### src/rtl/soc_timer.sv
// Memory-mapped SoC timer: prescaled 32-bit up-counter with compare match,
// optional auto-reload and a level interrupt, on a single-cycle core data bus.
module soc_timer #(
  parameter logic [31:0] BASE_ADDR = 32'h2000_0000,
  parameter int          PRESC_W   = 16
) (
  input  logic        clk_i,
  input  logic        rst_i,
  input  logic        req_i,
  input  logic        we_i,
  input  logic [31:0] addr_i,
  input  logic [31:0] wdata_i,
  output logic        sel_o,
  output logic [31:0] rdata_o,
  output logic        irq_o
);

  // Bus handshake: req_i is a one-cycle strobe with no ready/stall. A request
  // with sel_o high completes in that cycle: reads return rdata_o combinationally,
  // writes commit on the next rising edge.
  localparam logic [5:0] OFF_CTRL   = 6'h00;
  localparam logic [5:0] OFF_PRESC  = 6'h01;
  localparam logic [5:0] OFF_COUNT  = 6'h02;
  localparam logic [5:0] OFF_CMP    = 6'h03;
  localparam logic [5:0] OFF_STATUS = 6'h04;

  logic               en;
  logic               irq_en;
  logic               auto_rl;
  logic               match;
  logic [PRESC_W-1:0] presc;
  logic [PRESC_W-1:0] pcnt;
  logic [31:0]        count;
  logic [31:0]        compare;

  logic [5:0] off;
  logic       wr;
  logic       wr_ctrl;
  logic       wr_presc;
  logic       wr_count;
  logic       wr_cmp;
  logic       wr_status;
  logic       tick;
  logic       hit;
  logic       match_next;
  logic       irq_en_next;
  logic [1:0] unused_addr_bits;

  assign sel_o            = req_i & (addr_i[31:8] == BASE_ADDR[31:8]);
  assign off              = addr_i[7:2];
  assign unused_addr_bits = addr_i[1:0];

  assign wr        = sel_o & we_i;
  assign wr_ctrl   = wr & (off == OFF_CTRL);
  assign wr_presc  = wr & (off == OFF_PRESC);
  assign wr_count  = wr & (off == OFF_COUNT);
  assign wr_cmp    = wr & (off == OFF_CMP);
  assign wr_status = wr & (off == OFF_STATUS);

  assign tick = en & (pcnt == presc);

  // A software COUNT write suppresses both the increment and the match on that edge.
  assign hit         = tick & (count == compare) & ~wr_count;
  assign match_next  = hit | (match & ~(wr_status & wdata_i[0]));
  assign irq_en_next = wr_ctrl ? wdata_i[1] : irq_en;

  always_ff @(posedge clk_i or negedge rst_i) begin
    if (!rst_i) begin
      en      <= 1'b0;
      irq_en  <= 1'b0;
      auto_rl <= 1'b0;
      presc   <= '0;
      pcnt    <= '0;
      count   <= 32'h0;
      compare <= 32'hFFFF_FFFF;
      match   <= 1'b0;
      irq_o   <= 1'b0;
    end else begin
      if (wr_ctrl) begin
        en      <= wdata_i[0];
        irq_en  <= wdata_i[1];
        auto_rl <= wdata_i[2];
      end
      if (wr_presc) presc <= wdata_i[PRESC_W-1:0];
      if (wr_cmp) compare <= wdata_i;

      if (wr_ctrl || wr_presc) pcnt <= '0;
      else if (tick)           pcnt <= '0;
      else if (en)             pcnt <= pcnt + PRESC_W'(1);

      if (wr_count) count <= wdata_i;
      else if (tick) begin
        if ((count == compare) && auto_rl) count <= 32'h0;
        else                               count <= count + 32'd1;
      end

      match <= match_next;
      irq_o <= match_next & irq_en_next;
    end
  end

  always_comb begin
    rdata_o = 32'h0;
    if (sel_o && !we_i) begin
      case (off)
        OFF_CTRL:   rdata_o = {29'h0, auto_rl, irq_en, en};
        OFF_PRESC:  rdata_o = 32'(presc);
        OFF_COUNT:  rdata_o = count;
        OFF_CMP:    rdata_o = compare;
        OFF_STATUS: rdata_o = {31'h0, match};
        default:    rdata_o = 32'h0;
      endcase
    end
  end

endmodule

### config.mk
export PLATFORM = sky130hd
export DESIGN_NAME = soc_timer
export DESIGN_NICKNAME = d
export VERILOG_FILES = /design/src/rtl/soc_timer.sv
export SDC_FILE = /design/constraint.sdc
export NUM_CORES = 1
export LEC_CHECK = 0
export CAP_MARGIN = 20
export CORE_ASPECT_RATIO = 0.8
export CORE_MARGIN = 2
export CORE_UTILIZATION = 37
export CTS_CLUSTER_DIAMETER = 150
export CTS_CLUSTER_SIZE = 8
export DETAILED_ROUTE_END_ITERATION = 6
export PLACE_DENSITY = 0.71
export REMOVE_ABC_BUFFERS = 1
export SLEW_MARGIN = 20
export SYNTH_ARGS = -nofsm -noshare
export SYNTH_HDL_FRONTEND = slang
export SYNTH_SLANG_ARGS = --single-unit
### constraint.sdc
create_clock -name clk_i -period 3.3 [get_ports clk_i]
set_input_delay 0.66 -clock clk_i [delete_from_list [all_inputs] [get_ports clk_i]]
set_output_delay 0.66 -clock clk_i [all_outputs]
set_load 0.03 [all_outputs]
Word level (Yosys, flattened, before mapping)
Index checks and enable logic that the tools add are counted.

Register bits: 101. Latch bits: 0. RAM bits: 0. Memory bits (read-only): 0. Input bits: 68. Output and inout port bits: 34. Memories kept: 0.

$add $sub $neg: 2. Multipliers: 0. Divide/modulo/power cells: 0. $lt $le $gt $ge: 0. Equal/unequal tests: 7. Shift-type cells: 0. Muxes and demuxes: 9. Bitwise gates (word level): 16. Reduce and logical (&&, ||, !) cells: 7.

Operators with widths (number): $pmux 32 s5 (1); $mux 32 (4); $mux 16 (3); $add 32x1->32 const B (1); $eq 32x32->1 (1); $eq 24x22->1 const B (1); $add 16x1->16 const B (1); $eq 16x16->1 (1); $and 1x1->1 (13); $eq 6x2->1 const B (2); $eq 6x1->1 const B (1); $eq 6x3->1 const B (1); $logic_not 6->1 (1); $reduce_bool 3->1 (1); $logic_and 1x1->1 (2); $not 1->1 (2); $reduce_bool 2->1 (1); $logic_not 1->1 (1); $logic_or 1x1->1 (1); $mux 1 (1); $or 1x1->1 (1).

Logic depth before layout (Yosys ltp)
Gate-level depths: netlist (run 1).

Word-level depth: 9. Mapped depth: 10.

Least setup slack after synthesis (run 1)
No wires, ideal clock.

Kind: input to output. Start point: input port addr_i[9]. End point: output port rdata_o[21]. Data arrival time: 2.807 ns. Setup slack: -0.167 ns. Stages on the path: 6. Path buffers: 1. Cell sequence: nor4b_1 nand4_1 nor2_1 o211ai_1 clkbuf_1 nor2_1.

Longest elaborated chain between the ends: 4.

RTL lines: from (decl) (line 11) `input logic [31:0] addr_i,`; $eq 24x22->1 (line 49) `assign sel_o = req_i & (addr_i[31:8] == BASE_ADDR[31:8]);`; $and 1x1->1 (line 49); named net sel_o (line 13) `output logic sel_o,`; $logic_and 1x1->1 (line 104) `if (sel_o && !we_i) begin`; $mux 32 (line 104); to (decl) (line 14) `output logic [31:0] rdata_o,`.

The timed path passes the listed nets, and every way through them passes these cells.

Worst setup path after layout (run 1)
Start point: input port addr_i[5]. End point: output port rdata_o[31].

Longest elaborated chain between the ends: 3. Elaborated cells between the ends (all ways): 7. Classes of those cells: eq/ne: 4; mux: 2; reduce/logical: 1.

RTL lines: $eq 6x3->1, or another cell as far along (line 105) `case (off)`; $pmux 32 s5 (*) (line 105); $mux 32 (*) (line 104).

Mark *: on every way between the ends. The rest lies on a longest branch, timed or not.

==> flow_summary.json, run 1 <==
{
  "slew_of_the_pin_with_the_lowest_slew_margin_ns": 0.783,
  "final_common_cell": "sky130_fd_sc_hd__nor2_1",
  "synth.cell_area_sq_mm": 0.00625,
  "drt_iter0_drc": 570,
  "first_global_vias": 5156,
  "slew_headroom_pct": 47.8,
  "global_routing_usage_on_met1_pct": 30.8,
  "worst_path_largest_cell_delay_ns": 0.44,
  "gr-usage-met3_pct": 4.68,
  "design.die.area_sq_mm": 0.0180,
  "rr_worst_depth": 8,
  "cap_viol_max_count": 0,
  "cts-htree-levels": 3,
  "setup.worst_path.end_class": "output pin",
  "gp_congestion": 0.872,
  "synthFlopType": "sky130_fd_sc_hd__dfrtp_1",
  "cts_num_sinks": 101,
  "critPathArrivalTime_ns": 2.53,
  "crit_path_start_kind": "input port",
  "antenna-diode-count": 0,
  "cp_num_buf_inv": 3,
  "total_grt_overflow": 0,
  "area.sequential_sq_mm": 0.00257,
  "worst_clock_skew_ns": 0.00879,
  "crit_fanout": 16,
  "detail_routed_via_count_per_cell": 5.52,
  "cp_common_cell": "sky130_fd_sc_hd__nor2_1",
  "synth.ff_latch_count": 101,
  "timing.critical_path.cells": "clkdlybuf4s50_1 > nor4_2 > nand2_1 > nor2_1 > buf_12 > a22oi_1 > nor2_1 > buf_4",
  "finalWorstPathRequiredPeriod_ns": 3.19,
  "wirelength_um": 18400,
  "rsz_0062_raised_after_global_routing": "no",
  "fp.dieH_um": 120,
  "area.growth.synth_to_final_pct": 26.4,
  "post_synth_inst_count": 666,
  "synth.yosys.warnings": 0,
  "antenna_violations_before_repair": 0,
  "cts_max_path_buffers": 2,
  "rr_endpoint": "count[17]",
  "syn-mean-instance-area_sq_um": 9.39,
  "finalSetupViolCount": 0,
  "stdcell_area_sq_mm": 0.00790,
  "fin_worst_hold_slack_ns": 0.384,
  "finish.utilization_pct": 47.7,
  "cp_slowest_cell": "sky130_fd_sc_hd__clkdlybuf4s50_1",
  "numPortBuffers": 99,
  "layout-drive-gt1-share_pct": 25.5,
  "timing_max_transition_violations_final": 0,
  "total_leakage_power_uw": 0.00311,
  "max_clock_freq_mhz": 313,
  "r2r_setup_slack_ns": 0.30,
  "cts.clk_slew.worst_paths_ns": 0.07,
  "synth_cell_types": 53,
  "groute.layer.met2.usage_pct": 30.2,
  "post-route-period-util_pct": 96.8,
  "grt_most_used_layer": "met1",
  "grt_pass1_wl_um": 28600,
  "run_status": "finished clean",
  "nNetsFinal": 842,
  "drtAntennaViolNets": 0,
  "num-fill-cells": 1606,
  "grt.total_usage_pct": 20.6,
  "finalHoldViolCount": 0,
  "crit-reg2reg-launch": "pcnt[1]",
  "worst_setup_path_endpoint": "rdata_o[31]",
  "min_path_type": "in -> async",
  "setup.worst_path.start": "addr_i[5]",
  "floorplan.initialDensity_pct": 37.8,
  "placeableCoreArea_sq_mm": 0.0166,
  "clk_latency_ns": 0.36,
  "wl_per_cell_um": 18.4,
  "setup.worst_path.class": "in -> out",
  "ctsRootBufferMaster": "sky130_fd_sc_hd__clkbuf_16",
  "multiInputGateArea_sq_mm": 0.00352,
  "route.vias.total": 5499,
  "synth_async_sr_flop_share_pct": 100,
  "placed_cell_area_sq_mm": 0.00762,
  "ios": 102,
  "cts_made_buffers": 9,
  "count_of_flip_flops_with_a_built_in_enable_after_synthesis": 0,
  "final_cell_mix": "sky130_fd_sc_hd__nor2_1, sky130_fd_sc_hd__dfrtp_1, sky130_fd_sc_hd__clkdlybuf4s50_1",
  "crit_required_ns": 2.64,
  "place.detailed.hpwl_um": 13500,
  "maximum_number_of_pins_on_one_net_before_global_route_repair": 59,
  "vdd_drop_max_v": 0.000264,
  "die-width_um": 149,
  "number_of_standard_cell_rows_in_the_floorplan": 42,
  "kind_of_cell_with_the_highest_combined_delay_on_the_critical_path": "simple AND/OR/NAND/NOR gates",
  "critical_path_depth": 8,
  "power.density_mw_per_mm2": 302,
  "post_route_drc_violation_count": 0,
  "cts_tree": "built",
  "portion_of_the_post_synthesis_area_used_by_sequential_elements_pct": 41.1,
  "drtPass1Iterations": 5
}
## area by class of cell
type,count,area share [%]
Tap cell,220,3.48
Inverter,5,0.238
Sequential cell,101,32.5
Timing Repair Buffer,135,16.0
Multi-Input combinational cell,520,44.6
Clock buffer,14,3.09
Clock inverter,2,0.127
## worst reg2reg max path, stage by stage, from the launching register on
cell	delay, ns
sky130_fd_sc_hd__dfrtp_1	0.44
sky130_fd_sc_hd__xor2_2	0.20
sky130_fd_sc_hd__nor4_1	0.47
sky130_fd_sc_hd__nand4_1	0.29
sky130_fd_sc_hd__or4_1	0.71
sky130_fd_sc_hd__buf_4	0.27
sky130_fd_sc_hd__nor3_2	0.25
sky130_fd_sc_hd__or2_2	0.19
sky130_fd_sc_hd__o21ai_1	0.06
## cells by family after synthesis
| family | count (synthesis) | synth area share, % |
|---|---|---|
| AND/OR/NAND/NOR | 276 | 22.7 |
| AO/OA/AOI/OAI | 115 | 11.8 |
| flip-flops | 101 | 41.1 |
| multiplexers | 67 | 12.4 |
| XOR/XNOR | 60 | 8.52 |
| buffers and inverters | 45 | 3.06 |
| adder cells (fa/ha/maj) | 2 | 0.400 |
## registers in the layout, indices dropped and copies added (netlist names), 16 cells and up
| name | cells |
|---|---|
| presc | 16 |
| pcnt | 16 |
| count | 32 |
| compare | 32 |
## stage by stage
| step | total power (uW) | worst slack (ns) | setup TNS [ns] | instances |
|---|---|---|---|---|
| after floorplan | 1290 | -0.194 | -6.51 | 626 |
| after global placement | 1440 | 0.0869 | 0 | 980 |
| after detailed placement | 1440 | 0.0267 | 0 | 980 |
| after CTS | 2400 | 0.0120 | 0 | 996 |
| after global routing | 2470 | 0.00349 | 0 | 997 |
| final | 2380 | 0.105 | 0 | 997 |
## Yosys cell counts (9+ instances only)
cell type                  number  area share, %
sky130_fd_sc_hd__xor2_1        40            5.6
sky130_fd_sc_hd__nand3_1       24            1.9
sky130_fd_sc_hd__xnor2_1       19            2.7
sky130_fd_sc_hd__and3_1        11            1.1
sky130_fd_sc_hd__a22oi_1       29            3.5
sky130_fd_sc_hd__nand4_1        9           0.90
sky130_fd_sc_hd__clkbuf_1      29            1.7
sky130_fd_sc_hd__o21ai_0       30            2.4
sky130_fd_sc_hd__a21oi_1       12           0.96
sky130_fd_sc_hd__nor4_1        17            1.7
sky130_fd_sc_hd__dfrtp_1       69             28
sky130_fd_sc_hd__a31oi_1       22            2.2
sky130_fd_sc_hd__nand3b_1      11            1.3
sky130_fd_sc_hd__nor2_1        93            5.6
sky130_fd_sc_hd__nand2_1       54            3.2
sky130_fd_sc_hd__or3_1          9           0.90
sky130_fd_sc_hd__dfstp_2       32             13
sky130_fd_sc_hd__mux2_2        64             12
sky130_fd_sc_hd__nor3_1        11           0.88
## metal layers
| layer | vias to the layer above | share of wire (%) |
|---|---|---|
| met1 | 2657 | 47 |
| met4 | 0 | 1.2 |
| met5 | - | 0 |
| met2 | 215 | 43 |
| met3 | 17 | 8.3 |
| li1 | 2610 | - |
## report_power, final
group	internal, uW	switching [uW]
sequential	1240	0.0000575
clock	511	458
combinational	95.7	79.0
total	1850	537
## repair_timing
action,4_1_cts,5_1_grt
buffers inserted,0,1
hold buffers,0,0
resized for setup,0,4
setup endpoints to repair,0,19
## how the worst min path moves through the flow
stage                      start        end  slack (ns)  cells past startpoint
after global placement    irq_en     irq_en        0.51                      1
after CTS                  rst_i  presc[13]        0.41                      1
after global routing       rst_i   pcnt[14]        0.44                      1
final                      rst_i   pcnt[14]        0.38                      1
after detailed placement  irq_en     irq_en        0.53                      1
after floorplan            rst_i    auto_rl        0.36                      0
(Power assumes the default switching activity.)
==> run 2, diff against run 1 <==
--- a/config.mk
+++ b/config.mk
@@ -12,6 +12,7 @@
 export CTS_CLUSTER_DIAMETER = 150
 export CTS_CLUSTER_SIZE = 8
 export DETAILED_ROUTE_END_ITERATION = 6
+export MAX_ROUTING_LAYER = met4
 export PLACE_DENSITY = 0.71
 export REMOVE_ABC_BUFFERS = 1
 export SLEW_MARGIN = 20
==> run 2 against run 1 <==
Critical path depth unchanged; final area unchanged; non-clock buffer count unchanged; setup slack about the same; flip-flop and latch count stayed put; combinational power is essentially flat; cell count unchanged; utilization did not move.
==> flow_summary.json, run 2 (synthesized netlist as in run 1, its figures left out) <==
{
  "antenna-diode-count": 0,
  "ctsRootBufferMaster": "sky130_fd_sc_hd__clkbuf_16",
  "grt_pass1_wl_um": 28600,
  "fin_total_pwr_uw": 2380,
  "vdd_drop_max_v": 0.000262,
  "run_status": "finished clean",
  "first_global_vias": 5159,
  "cts_max_path_buffers": 2,
  "detail_routed_via_count_per_cell": 5.57,
  "setup.worst_path.class": "in -> out",
  "finalSetupViolCount": 0,
  "rsz_0062_raised_after_global_routing": "no",
  "cp_common_cell": "sky130_fd_sc_hd__nor2_1",
  "clk_latency_ns": 0.35,
  "nNetsFinal": 842,
  "max_clock_freq_mhz": 313,
  "cts_made_buffers": 9,
  "critPathArrivalTime_ns": 2.54,
  "cp_slowest_cell": "sky130_fd_sc_hd__clkdlybuf4s50_1",
  "finalHoldViolCount": 0,
  "cp_num_buf_inv": 3,
  "worst_clock_skew_ns": 0.00915,
  "fp.dieH_um": 120,
  "drtPass1Iterations": 7,
  "floorplan.initialDensity_pct": 37.8,
  "timing_max_transition_violations_final": 0,
  "kind_of_cell_with_the_highest_combined_delay_on_the_critical_path": "simple AND/OR/NAND/NOR gates",
  "maximum_number_of_pins_on_one_net_before_global_route_repair": 59,
  "area.growth.synth_to_final_pct": 26.4,
  "design.die.area_sq_mm": 0.0180,
  "crit_fanout": 16,
  "cts.clk_slew.worst_paths_ns": 0.07,
  "fin_worst_hold_slack_ns": 0.375,
  "wirelength_um": 18300,
  "timing.critical_path.cells": "clkdlybuf4s50_1 > nor4_2 > nand2_1 > nor2_1 > buf_12 > a22oi_1 > nor2_1 > buf_4",
  "place.detailed.hpwl_um": 13500,
  "post-route-period-util_pct": 96.8,
  "worst_path_largest_cell_delay_ns": 0.44,
  "drtAntennaViolNets": 0,
  "cap_viol_max_count": 0,
  "placeableCoreArea_sq_mm": 0.0166,
  "gp_congestion": 0.886,
  "top_registers": "compare (32), count (32)",
  "number_of_standard_cell_rows_in_the_floorplan": 42,
  "min_path_type": "in -> async",
  "setup.worst_path.end_class": "output pin",
  "final_common_cell": "sky130_fd_sc_hd__nor2_1",
  "crit_path_start_kind": "input port",
  "total_grt_overflow": 0,
  "finalWorstPathRequiredPeriod_ns": 3.20,
  "grt.total_usage_pct": 21.1,
  "numPortBuffers": 99,
  "cts_num_sinks": 101,
  "antenna_violations_before_repair": 0,
  "final_cell_mix": "sky130_fd_sc_hd__nor2_1, sky130_fd_sc_hd__dfrtp_1, sky130_fd_sc_hd__clkdlybuf4s50_1",
  "crit_required_ns": 2.64,
  "power.density_mw_per_mm2": 302,
  "cts-htree-levels": 3,
  "total_leakage_power_uw": 0.00311,
  "die-width_um": 149,
  "stdcell_area_sq_mm": 0.00790,
  "layout-drive-gt1-share_pct": 25.5,
  "wl_per_cell_um": 18.4,
  "ios": 102,
  "post_route_drc_violation_count": 0,
  "slew_of_the_pin_with_the_lowest_slew_margin_ns": 0.781,
  "placed_cell_area_sq_mm": 0.00762,
  "drt_iter0_drc": 562,
  "slew_headroom_pct": 48.0,
  "cts_tree": "built",
  "route.vias.total": 5558
}
[run 2: repair_timing]
| item | in CTS | in global routing |
|---|---|---|
| hold buffers | 0 | 0 |
| endpoints found under the setup margin | 0 | 19 |
| buffers inserted | 0 | 1 |
| endpoints found under the hold margin | 0 | 0 |
| resized for setup | 0 | 4 |
[run 2: where the power goes]
group / internal, uW / switching (uW)
clock: 511 / 459
sequential: 1240 / 0.0000576
combinational: 95.7 / 78.6
[run 2: worst paths after layout]
kind                            from           to  depth (start not counted)  slack, ns
hold / removal                 rst_i     pcnt[14]                          1       0.38
setup reg to reg             pcnt[1]    count[15]                          8       0.30
setup / recovery           addr_i[5]  rdata_o[31]                          8       0.10
hold reg to reg               irq_en       irq_en                          1       0.54
min in group clk_i            irq_en       irq_en                          1       0.54
max in group asynchronous      rst_i  compare[25]                          2       2.22
[run 2: per-stage QoR]
stage | setup slack, ns | instances | TNS [ns] | util [%]
4_1_cts | 0.0120 | 996 | 0 | 47.6
2_1_floorplan | -0.194 | 626 | -6.51 | -
3_3_place_gp | 0.0869 | 980 | 0 | 46.0
3_5_place_dp | 0.0267 | 980 | 0 | 46.0
5_1_grt | 0.00280 | 997 | 0 | 47.7
6_report | 0.105 | 997 | 0 | 47.7
[run 2: area by class of cell]
| cell class | instances | area, sq um |
|---|---|---|
| clock inverters | 2 | 10.0 |
| multi-input cells | 520 | 3520 |
| clock buffers | 14 | 244 |
| well taps | 220 | 275 |
| flip-flops and latches | 101 | 2570 |
| fillers | 1606 | 8650 |
| repair buffers | 135 | 1260 |
| inverters | 5 | 18.8 |
[run 2: routing by layer]
| metal | global-route usage (%) | share of wire, % | vias up |
|---|---|---|---|
| met5 | - | 0 | - |
| met4 | 4.35 | 1.5 | 0 |
| met3 | 4.42 | 8.4 | 26 |
| met2 | 30.3 | 43 | 257 |
| met1 | 30.8 | 47 | 2666 |
| li1 | - | - | 2609 |
==> run 3, diff against run 2 <==
--- a/config.mk
+++ b/config.mk
@@ -9,7 +9,6 @@
 export CORE_ASPECT_RATIO = 0.8
 export CORE_MARGIN = 2
 export CORE_UTILIZATION = 37
-export CTS_CLUSTER_DIAMETER = 150
 export CTS_CLUSTER_SIZE = 8
 export DETAILED_ROUTE_END_ITERATION = 6
 export MAX_ROUTING_LAYER = met4
==> results of run 3 <==
Same layout as run 2: the final DEF is identical, and so are final timing and power.
==> edit: new RTL, settings of run 2 <==
Add an input register stage for `wdata_i`, without a reset; this delays it by one clock. The other inputs are not delayed to match.
--- a/src/rtl/soc_timer.sv
+++ b/src/rtl/soc_timer.sv
@@ -23,6 +23,12 @@
   localparam logic [5:0] OFF_COUNT  = 6'h02;
   localparam logic [5:0] OFF_CMP    = 6'h03;
   localparam logic [5:0] OFF_STATUS = 6'h04;
+
+  logic [31:0] wdata_q;
+
+  always_ff @(posedge clk_i) begin
+    wdata_q <= wdata_i;
+  end
 
   logic               en;
   logic               irq_en;
@@ -61,8 +67,8 @@
 
   // A software COUNT write suppresses both the increment and the match on that edge.
   assign hit         = tick & (count == compare) & ~wr_count;
-  assign match_next  = hit | (match & ~(wr_status & wdata_i[0]));
-  assign irq_en_next = wr_ctrl ? wdata_i[1] : irq_en;
+  assign match_next  = hit | (match & ~(wr_status & wdata_q[0]));
+  assign irq_en_next = wr_ctrl ? wdata_q[1] : irq_en;
 
   always_ff @(posedge clk_i or negedge rst_i) begin
     if (!rst_i) begin
@@ -77,18 +83,18 @@
       irq_o   <= 1'b0;
     end else begin
       if (wr_ctrl) begin
-        en      <= wdata_i[0];
-        irq_en  <= wdata_i[1];
-        auto_rl <= wdata_i[2];
+        en      <= wdata_q[0];
+        irq_en  <= wdata_q[1];
+        auto_rl <= wdata_q[2];
       end
-      if (wr_presc) presc <= wdata_i[PRESC_W-1:0];
-      if (wr_cmp) compare <= wdata_i;
+      if (wr_presc) presc <= wdata_q[PRESC_W-1:0];
+      if (wr_cmp) compare <= wdata_q;
 
       if (wr_ctrl || wr_presc) pcnt <= '0;
       else if (tick)           pcnt <= '0;
       else if (en)             pcnt <= pcnt + PRESC_W'(1);
 
-      if (wr_count) count <= wdata_i;
+      if (wr_count) count <= wdata_q;
       else if (tick) begin
         if ((count == compare) && auto_rl) count <= 32'h0;
         else                               count <= count + 32'd1;
Formal check against the unedited RTL: not equivalent (Yosys sat finds a counterexample within 4 cycles, from zero or initial values and one cycle with rst_i low).
==> edit against run 2 <==
Setup slack better by 0.034 ns; synthesized cell count up 13%; cell area up 16%; sequential cell count is 32 higher; via count is 12% higher; combinational power fell by 9.8%; utilization is 0.43 points higher; power rose by 58%; die area is 15% higher; wire length increased by 10%; area after synthesis rose by 15%.
==> edit: results (changes against run 2) <==
p_leak_nw: 3.76  # +21%
synth_area_leaders: "dfrtp_1, dfstp_2, dfxtp_1"
dr.pass1.iters: 6  # -1
skew_ns: 0.00995  # +0.000801 ns
p_comb_frac: 0.042  # -0.031
routabilityCongestion: 0.891  # +0.55%
pre_cts_slack_ns: -0.112  # -0.139 ns
grt_pass1_wl_mm: 32.1  # +12%
synth_common_cells: "nor2_1, dfrtp_1, mux2_2, a21oi_1, xnor2_1"
placed_cell_area_um2: 8540  # +12%
grt_usage: 0.206  # -0.00487
maxSlewHeadroom: 0.304  # -0.176
irDropWorstVdd_mv: 0.324  # +24%
async_flop_share: 0.759  # -0.241
largestRegisters: "compare: 32 flops, count: 32 flops, wdata_q: 32 flops"
dp_hpwl_mm: 14.4  # +7.0%
rr_worst_depth: 6  # -2
cts_buffers: 17  # +8
r2r_slack_ns: 0.47  # +0.17 ns
cts.htree.levels: 4  # +1
cpPeakStageDelay_ns: 0.42  # -0.02 ns
synth_seq_area_share: 0.445  # +0.0346
first_global_vias: 5978  # +16%
p_sw_frac: 0.208  # -0.0179
reg2reg_to: "pcnt[5]"
crit_fanout: 15  # -1
drive_gt1_frac: 0.227  # -0.0274
met2WireLength_mm: 9.07  # +15%
gr-usage-met1: 0.274  # -0.0338
met2_usage: 0.308  # +0.00480
nNetsFinal: 919  # +9.1%
avgRoutedWirePerCell_um: 18.0  # -1.8%
wl_met1_mm: 9.28  # +7.9%
p_clk_frac: 0.515  # +0.108
timing.rr.start: "pcnt[6]"
wl_met3_mm: 1.39  # -9.7%
cp-startpoint: "addr_i[9]"
drt_iter0_drc: 515  # -8.4%
status: "finished, final reports clean"
grt_max_degree: 53  # -10%
worstSkewPairLatency_ns: 0.43  # +0.08 ns
grt.met3_usage: 0.0538  # +0.00969
worstPathArrival_ns: 2.50  # -0.04 ns
synth_cell_type_count: 63  # +19%
num_vias: 6224  # +12%
## edit: cell count changes in the layout (fill, tap and decap cells not counted), sizes merged, moves of 13 or more
cell and delta:
mux2 -13, a21oi +32, dfxtp +32, nand2 -17
mux2i +16, xor2 -35, xnor2 +25, o21ai -15
nand4 +14
## edit: metrics by stage
stage / setup TNS, ns / hold slack (ns) / std cells / total power [W]
2_1_floorplan: -10.83 / 0.364 / 697 / 0.00172
3_3_place_gp: -0.0611 / 0.473 / 1086 / 0.00185
3_5_place_dp: -0.112 / 0.476 / 1086 / 0.00186
4_1_cts: 0 / 0.294 / 1118 / 0.00379
5_1_grt: -0.0110 / 0.336 / 1120 / 0.00389
6_report: 0 / 0.282 / 1120 / 0.00376
## edit: logic make-up after synthesis
logic type | after synthesis | share of synthesized area
AO/OA/AOI/OAI | 146 | 0.131
XOR/XNOR | 50 | 0.0618
buffers and inverters | 66 | 0.0373
flip-flops | 133 | 0.445
multiplexers | 70 | 0.110
AND/OR/NAND/NOR | 284 | 0.212
adder cells (fa/ha/maj) | 2 | 0.00347
## edit: cell type report
type / instances / area, um^2
Fill cell: 1765 / 9870
Clock inverter: 9 / 125
Clock buffer: 23 / 478
Tap cell: 258 / 323
Multi-Input combinational cell: 552 / 3750
Timing Repair Buffer: 133 / 1240
Sequential cell: 133 / 3210
Inverter: 12 / 45.0
## edit: repair_timing
item | CTS | global route
buffers inserted | 0 | 2
setup endpoints to repair | 1 | 1
cloned | 0 | 0
gates resized for setup | 2 | 0
hold endpoints to repair | 0 | 0
pin swaps | 0 | 2
## edit: how the worst max path moves through the flow
stage	to	slack, ns
after floorplan	count[30]	-0.34
after global placement	rdata_o[7]	-0.06
after detailed placement	rdata_o[7]	-0.11
after CTS	rdata_o[7]	0.02
after global routing	rdata_o[7]	-0.01
final	rdata_o[7]	0.14
